[src/rtl/game_round_sequencer.sv]
// Memory-game round sequencer: builds a growing random pattern, shows it on
// a one-hot LED bank, then checks the player's presses against it with an
// inter-press timeout.
//
//   state    | meaning
//   ---------+-------------------------------------------------------------
//   IDLE     | waiting for start; level/score hold the last game's values
//   APPEND   | append rnd to the pattern, grow level, rewind replay
//   SHOW_ON  | LED lit with pattern[idx] for ON_CYCLES cycles
//   SHOW_OFF | LED dark for OFF_CYCLES cycles, then next symbol or INPUT
//   INPUT    | compare presses with pattern[idx], idle timeout running
//   PASS     | round matched: pulse round_pass, bump score
//   FAIL     | mismatch or timeout: pulse round_fail
//   WIN      | full-length round matched: pulse win
module game_round_sequencer #(
    parameter int MAX_LEN        = 25,
    parameter int ON_CYCLES      = 4,
    parameter int OFF_CYCLES     = 2,
    parameter int TIMEOUT_CYCLES = 64
) (
    input  logic       clk,
    input  logic       rst,
    input  logic       start,
    input  logic [2:0] rnd,
    input  logic       btn_valid,
    input  logic [2:0] btn,
    output logic [7:0] led,
    output logic       busy,
    output logic       awaiting_input,
    output logic       round_pass,
    output logic       round_fail,
    output logic       win,
    output logic [4:0] level,
    output logic [7:0] score
);

    localparam int IW     = (MAX_LEN > 1) ? $clog2(MAX_LEN) : 1;
    localparam int TMAX0  = (ON_CYCLES > OFF_CYCLES) ? ON_CYCLES : OFF_CYCLES;
    localparam int TMAX   = (TMAX0 > TIMEOUT_CYCLES) ? TMAX0 : TIMEOUT_CYCLES;
    localparam int TW     = $clog2(TMAX + 1);

    localparam logic [TW-1:0] ON_LAST  = TW'(ON_CYCLES - 1);
    localparam logic [TW-1:0] OFF_LAST = TW'(OFF_CYCLES - 1);
    localparam logic [TW-1:0] TO_LAST  = TW'(TIMEOUT_CYCLES - 1);
    localparam logic [4:0]    LEN_MAX  = 5'(MAX_LEN);

    typedef enum logic [2:0] {
        ST_IDLE,
        ST_APPEND,
        ST_SHOW_ON,
        ST_SHOW_OFF,
        ST_INPUT,
        ST_PASS,
        ST_FAIL,
        ST_WIN
    } state_t;

    state_t        state, state_nxt;
    logic [4:0]    level_nxt;
    logic [7:0]    score_nxt;
    logic [4:0]    idx, idx_nxt, idx_inc;
    logic [TW-1:0] timer, timer_nxt;
    logic [2:0]    pattern [MAX_LEN];
    logic [2:0]    cur_sym;

    assign cur_sym = pattern[idx[IW-1:0]];

    // Pattern storage has no reset; only symbols below level are ever read.
    always_ff @(posedge clk) begin
        if (state == ST_APPEND && level < LEN_MAX) begin
            pattern[level[IW-1:0]] <= rnd;
        end
    end

    // State and datapath registers.
    always_ff @(posedge clk or posedge rst) begin
        if (rst) begin
            state <= ST_IDLE;
            level <= 5'd0;
            score <= 8'd0;
            idx   <= 5'd0;
            timer <= '0;
        end else begin
            state <= state_nxt;
            level <= level_nxt;
            score <= score_nxt;
            idx   <= idx_nxt;
            timer <= timer_nxt;
        end
    end

    // Next-state and datapath update logic.
    always_comb begin
        state_nxt = state;
        level_nxt = level;
        score_nxt = score;
        idx_nxt   = idx;
        timer_nxt = timer;
        idx_inc   = idx + 5'd1;
        case (state)
            ST_IDLE: begin
                if (start) begin
                    level_nxt = 5'd0;
                    score_nxt = 8'd0;
                    state_nxt = ST_APPEND;
                end
            end
            ST_APPEND: begin
                level_nxt = level + 5'd1;
                idx_nxt   = 5'd0;
                timer_nxt = '0;
                state_nxt = ST_SHOW_ON;
            end
            ST_SHOW_ON: begin
                if (timer == ON_LAST) begin
                    timer_nxt = '0;
                    state_nxt = ST_SHOW_OFF;
                end else begin
                    timer_nxt = timer + 1'b1;
                end
            end
            ST_SHOW_OFF: begin
                if (timer == OFF_LAST) begin
                    timer_nxt = '0;
                    if (idx_inc == level) begin
                        idx_nxt   = 5'd0;
                        state_nxt = ST_INPUT;
                    end else begin
                        idx_nxt   = idx_inc;
                        state_nxt = ST_SHOW_ON;
                    end
                end else begin
                    timer_nxt = timer + 1'b1;
                end
            end
            ST_INPUT: begin
                // A press in the same cycle as the timeout wins over it.
                if (btn_valid) begin
                    if (btn != cur_sym) begin
                        state_nxt = ST_FAIL;
                    end else if (idx == level - 5'd1) begin
                        state_nxt = ST_PASS;
                    end else begin
                        idx_nxt   = idx_inc;
                        timer_nxt = '0;
                    end
                end else if (timer == TO_LAST) begin
                    state_nxt = ST_FAIL;
                end else begin
                    timer_nxt = timer + 1'b1;
                end
            end
            ST_PASS: begin
                if (score != 8'hFF) begin
                    score_nxt = score + 8'd1;
                end
                state_nxt = (level == LEN_MAX) ? ST_WIN : ST_APPEND;
            end
            ST_FAIL: state_nxt = ST_IDLE;
            ST_WIN:  state_nxt = ST_IDLE;
            default: state_nxt = ST_IDLE;
        endcase
    end

    assign led            = (state == ST_SHOW_ON) ? (8'b1 << cur_sym) : 8'b0;
    assign busy           = (state != ST_IDLE);
    assign awaiting_input = (state == ST_INPUT);
    assign round_pass     = (state == ST_PASS);
    assign round_fail     = (state == ST_FAIL);
    assign win            = (state == ST_WIN);

endmodule

[config.mk]
export PLATFORM = sky130hd
export DESIGN_NAME = game_round_sequencer
export DESIGN_NICKNAME = d
export VERILOG_FILES = /design/src/rtl/game_round_sequencer.sv
export SDC_FILE = /design/constraint.sdc
export NUM_CORES = 1
export LEC_CHECK = 0
export BUFFER_PORTS_ARGS = -buffer_cell sky130_fd_sc_hd__buf_2
export CAP_MARGIN = 0
export CORE_MARGIN = 3
export CORE_UTILIZATION = 35
export DETAILED_ROUTE_END_ITERATION = 10
export PLACE_DENSITY = 0.59
export SKIP_CTS_REPAIR_TIMING = 1
export SLEW_MARGIN = 20
export SYNTH_ARGS = -nofsm -noshare
export SYNTH_HDL_FRONTEND = slang
export SYNTH_SLANG_ARGS = --single-unit
export TNS_END_PERCENT = 50
[constraint.sdc]
create_clock -name clk -period 6.95 [get_ports clk]
set_clock_uncertainty 0.1 [all_clocks]
set_input_delay 1.0425 -clock clk [delete_from_list [all_inputs] [get_ports clk]]
set_output_delay 1.0425 -clock clk [all_outputs]
set_load 0.01 [all_outputs]
==> impl_metrics.json <==
{
  "drt-initial-drc-count": 227,
  "grt_max_degree": 37,
  "yosys-top-cells-area": "edfxtp_1 44%, dfrtp_1 14%, nor2_1 4.6%",
  "numPortBuffers": 35,
  "die_area_um2": 16000,
  "overflow": 0,
  "max_cap_violations": 0,
  "totalWireLength_um": 11400,
  "synthesis.area_um2": 5090,
  "final_layout_size_suffix_gt1_share_pct": 15.9,
  "nNetsFinal": 472,
  "synthCells": 427,
  "hold_class": "reg -> reg",
  "p_per_area_nw_per_um2": 213,
  "crit_path_end_kind": "primary output",
  "min_delay_path_depth": 1,
  "place_congestion": 0.926,
  "hold_start": "timer[3]",
  "synth_seq_cells": 103,
  "status": "complete, no violations",
  "cts_buffers": 9,
  "path_cells": "nor2_1 -> a22o_1 -> o311ai_1 -> nand4_1 -> or2_2 -> nor2_1 -> buf_2",
  "cp_max_fo": 19,
  "htreeDepth": 3,
  "cts_root_buf": "clkbuf_16",
  "min_to": "timer[3]",
  "crit_slowest_cell": "dfrtp_1",
  "layout_min_cycle_time_ps": 4190,
  "path_clk_slew_ps": 70,
  "finalHoldViolations": 0,
  "vias_per_cell": 5.31,
  "synth.avg_cell_area_um2": 11.9,
  "gr-usage-all-layers_pct": 14.6,
  "io_pins": 36,
  "yosys_warnings": 0,
  "synth_fp_nets": 445,
  "synth_edf_count": 75,
  "crit_type": "reg -> out",
  "crit_path_frequent_cell": "nor2_1",
  "drc": 0,
  "r2r_cells": 8,
  "coreArea_um2": 14000,
  "area_growth_pct": 11.6,
  "r2r-start": "idx[1]",
  "leakage_nw": 2.02,
  "insertedDiodeCount": 0,
  "maxSlewViolCount": 0,
  "synth_top_area_share_pct": 44.3,
  "cp.arrival_ps": 3050,
  "cts_tree": "done",
  "core.rowCount": 43,
  "firstDrtPassIters": 4,
  "fin_crit_sh_pct": 60.4,
  "synth.distinct_cells": 57,
  "dp.cells": 623,
  "async_flop_share_pct": 27.2,
  "clk_latency_ps": 350,
  "cp-start-kind": "flop",
  "wire_per_inst_um": 17.9,
  "max_stage_delay_ps": 940,
  "dp_hpwl_um": 8240,
  "reg2reg_setup_slack_ps": 3430,
  "synth_most_common_cell": "edfxtp_1",
  "tightest_slew_ps": 914,
  "fmax_mhz": 238,
  "postRouteAntennaNets": 0,
  "grt_first_pass_wirelength_um": 18200,
  "die_h_um": 127,
  "start_util_pct": 36.2,
  "synthTopCellsByCount": "75 x edfxtp_1, 62 x nor2_1, 38 x nand2_1",
  "r2r_end": "state[1]",
  "instances_no_fill": 639,
  "tns_ps": 0,
  "vdd_drop_max_uv": 103,
  "clockBufferDepth": 2,
  "setup_violations": 0,
  "num-fill-cells": 1308,
  "clock-sinks": 103,
  "grt_pass1_vias": 3360,
  "rsz0062_at_grt": "no",
  "num_vias": 3395,
  "die_w_um": 127,
  "yosys_most_used_dff": "edfxtp_1",
  "max_slew_margin_pct": 39.0,
  "ys_seq_area_share_pct": 58.0,
  "antenna_found_initial": 0,
  "worstPathRequired_ps": 5810,
  "synth_largest_area_cell": "edfxtp_1",
  "p_total_w": 0.00121
}
-- final cells by class --
class	instances	area, um2	area share [%]
Timing Repair Buffer	36	183	3.22
Tap cell	180	225	3.97
Sequential cell	103	2950	52.0
Inverter	16	60.1	1.06
Clock buffer	10	229	4.03
Clock inverter	6	68.8	1.21
Multi-Input combinational cell	288	1960	34.5
-- metrics by stage --
| step | util, % | hold slack (ps) | instance area, um2 | worst slack [ps] |
|---|---|---|---|---|
| global route | 40.4 | 442 | 5680 | 2440 |
| floorplan | - | 363 | 5090 | 3780 |
| CTS | 40.4 | 418 | 5680 | 2660 |
| global placement | 38.3 | 408 | 5380 | 3120 |
| detailed placement | 38.3 | 409 | 5380 | 3030 |
| finish | 40.4 | 421 | 5680 | 2760 |
-- how the worst max path moves through the flow --
stage,endpoint,slack (ps),startpoint
global route,led[2],2440,idx[1]
detailed placement,led[2],3030,idx[1]
floorplan,led[0],3780,idx[2]
CTS,led[2],2660,idx[1]
finish,led[2],2760,idx[1]
global placement,led[2],3120,idx[1]
-- worst max-delay path, delay by kind of cell, from the launching register on --
family                 cells  cell delay (ps)
AO/OA/AOI/OAI              2              770
AND/OR/NAND/NOR            4              830
flip-flops                 1              940
buffers and inverters      1              160
-- registers in the layout, summed over array words and instances (netlist names) --
register and flops:
idx 5, level 5, pattern 75, score 8, state 3, timer 7
-- kinds of logic after synthesis --
| logic type | count (synthesis) | share of synthesized area [%] |
|---|---|---|
| adders and majority gates | 8 | 1.97 |
| DFF | 103 | 58.0 |
| xor gates and xnor gates | 14 | 2.41 |
| AOI/OAI and AO/OA | 77 | 10.4 |
| and+or+nand+nor | 159 | 14.7 |
| muxes | 30 | 9.05 |
| buffers and inverters | 36 | 3.47 |
-- cells in the final DEF, fill, tap and decap left out, drive strengths merged, types with 5 or more instances in the layout --
master  count
xor2       10
nand2b     12
o31ai       9
inv        18
mux4       12
a31oi       6
nand4       6
ha          8
nor3        5
a21oi      13
nand2      38
edfxtp     75
buf        36
o21ai      24
clkbuf     10
nor2       62
mux2i      16
nand3      10
dfrtp      28
-- routing by layer --
layer,track usage [%],up-vias,share of wire (%)
li1,-,1625,-
met1,20.6,1693,47
met2,22.2,57,47
met3,2.57,20,2.8
met4,6.31,0,2.5
met5,0,-,0
-- power breakdown --
| part | switching [W] | internal [W] | total, W |
|---|---|---|---|
| Combinational | 0.0000247 | 0.0000133 | 0.0000380 |
| Sequential | 0.00000314 | 0.000661 | 0.000664 |
| Clock | 0.000224 | 0.000282 | 0.000506 |
| Total | 0.000252 | 0.000956 | 0.00121 |
Note: power is estimated with default switching activity, not from simulation.
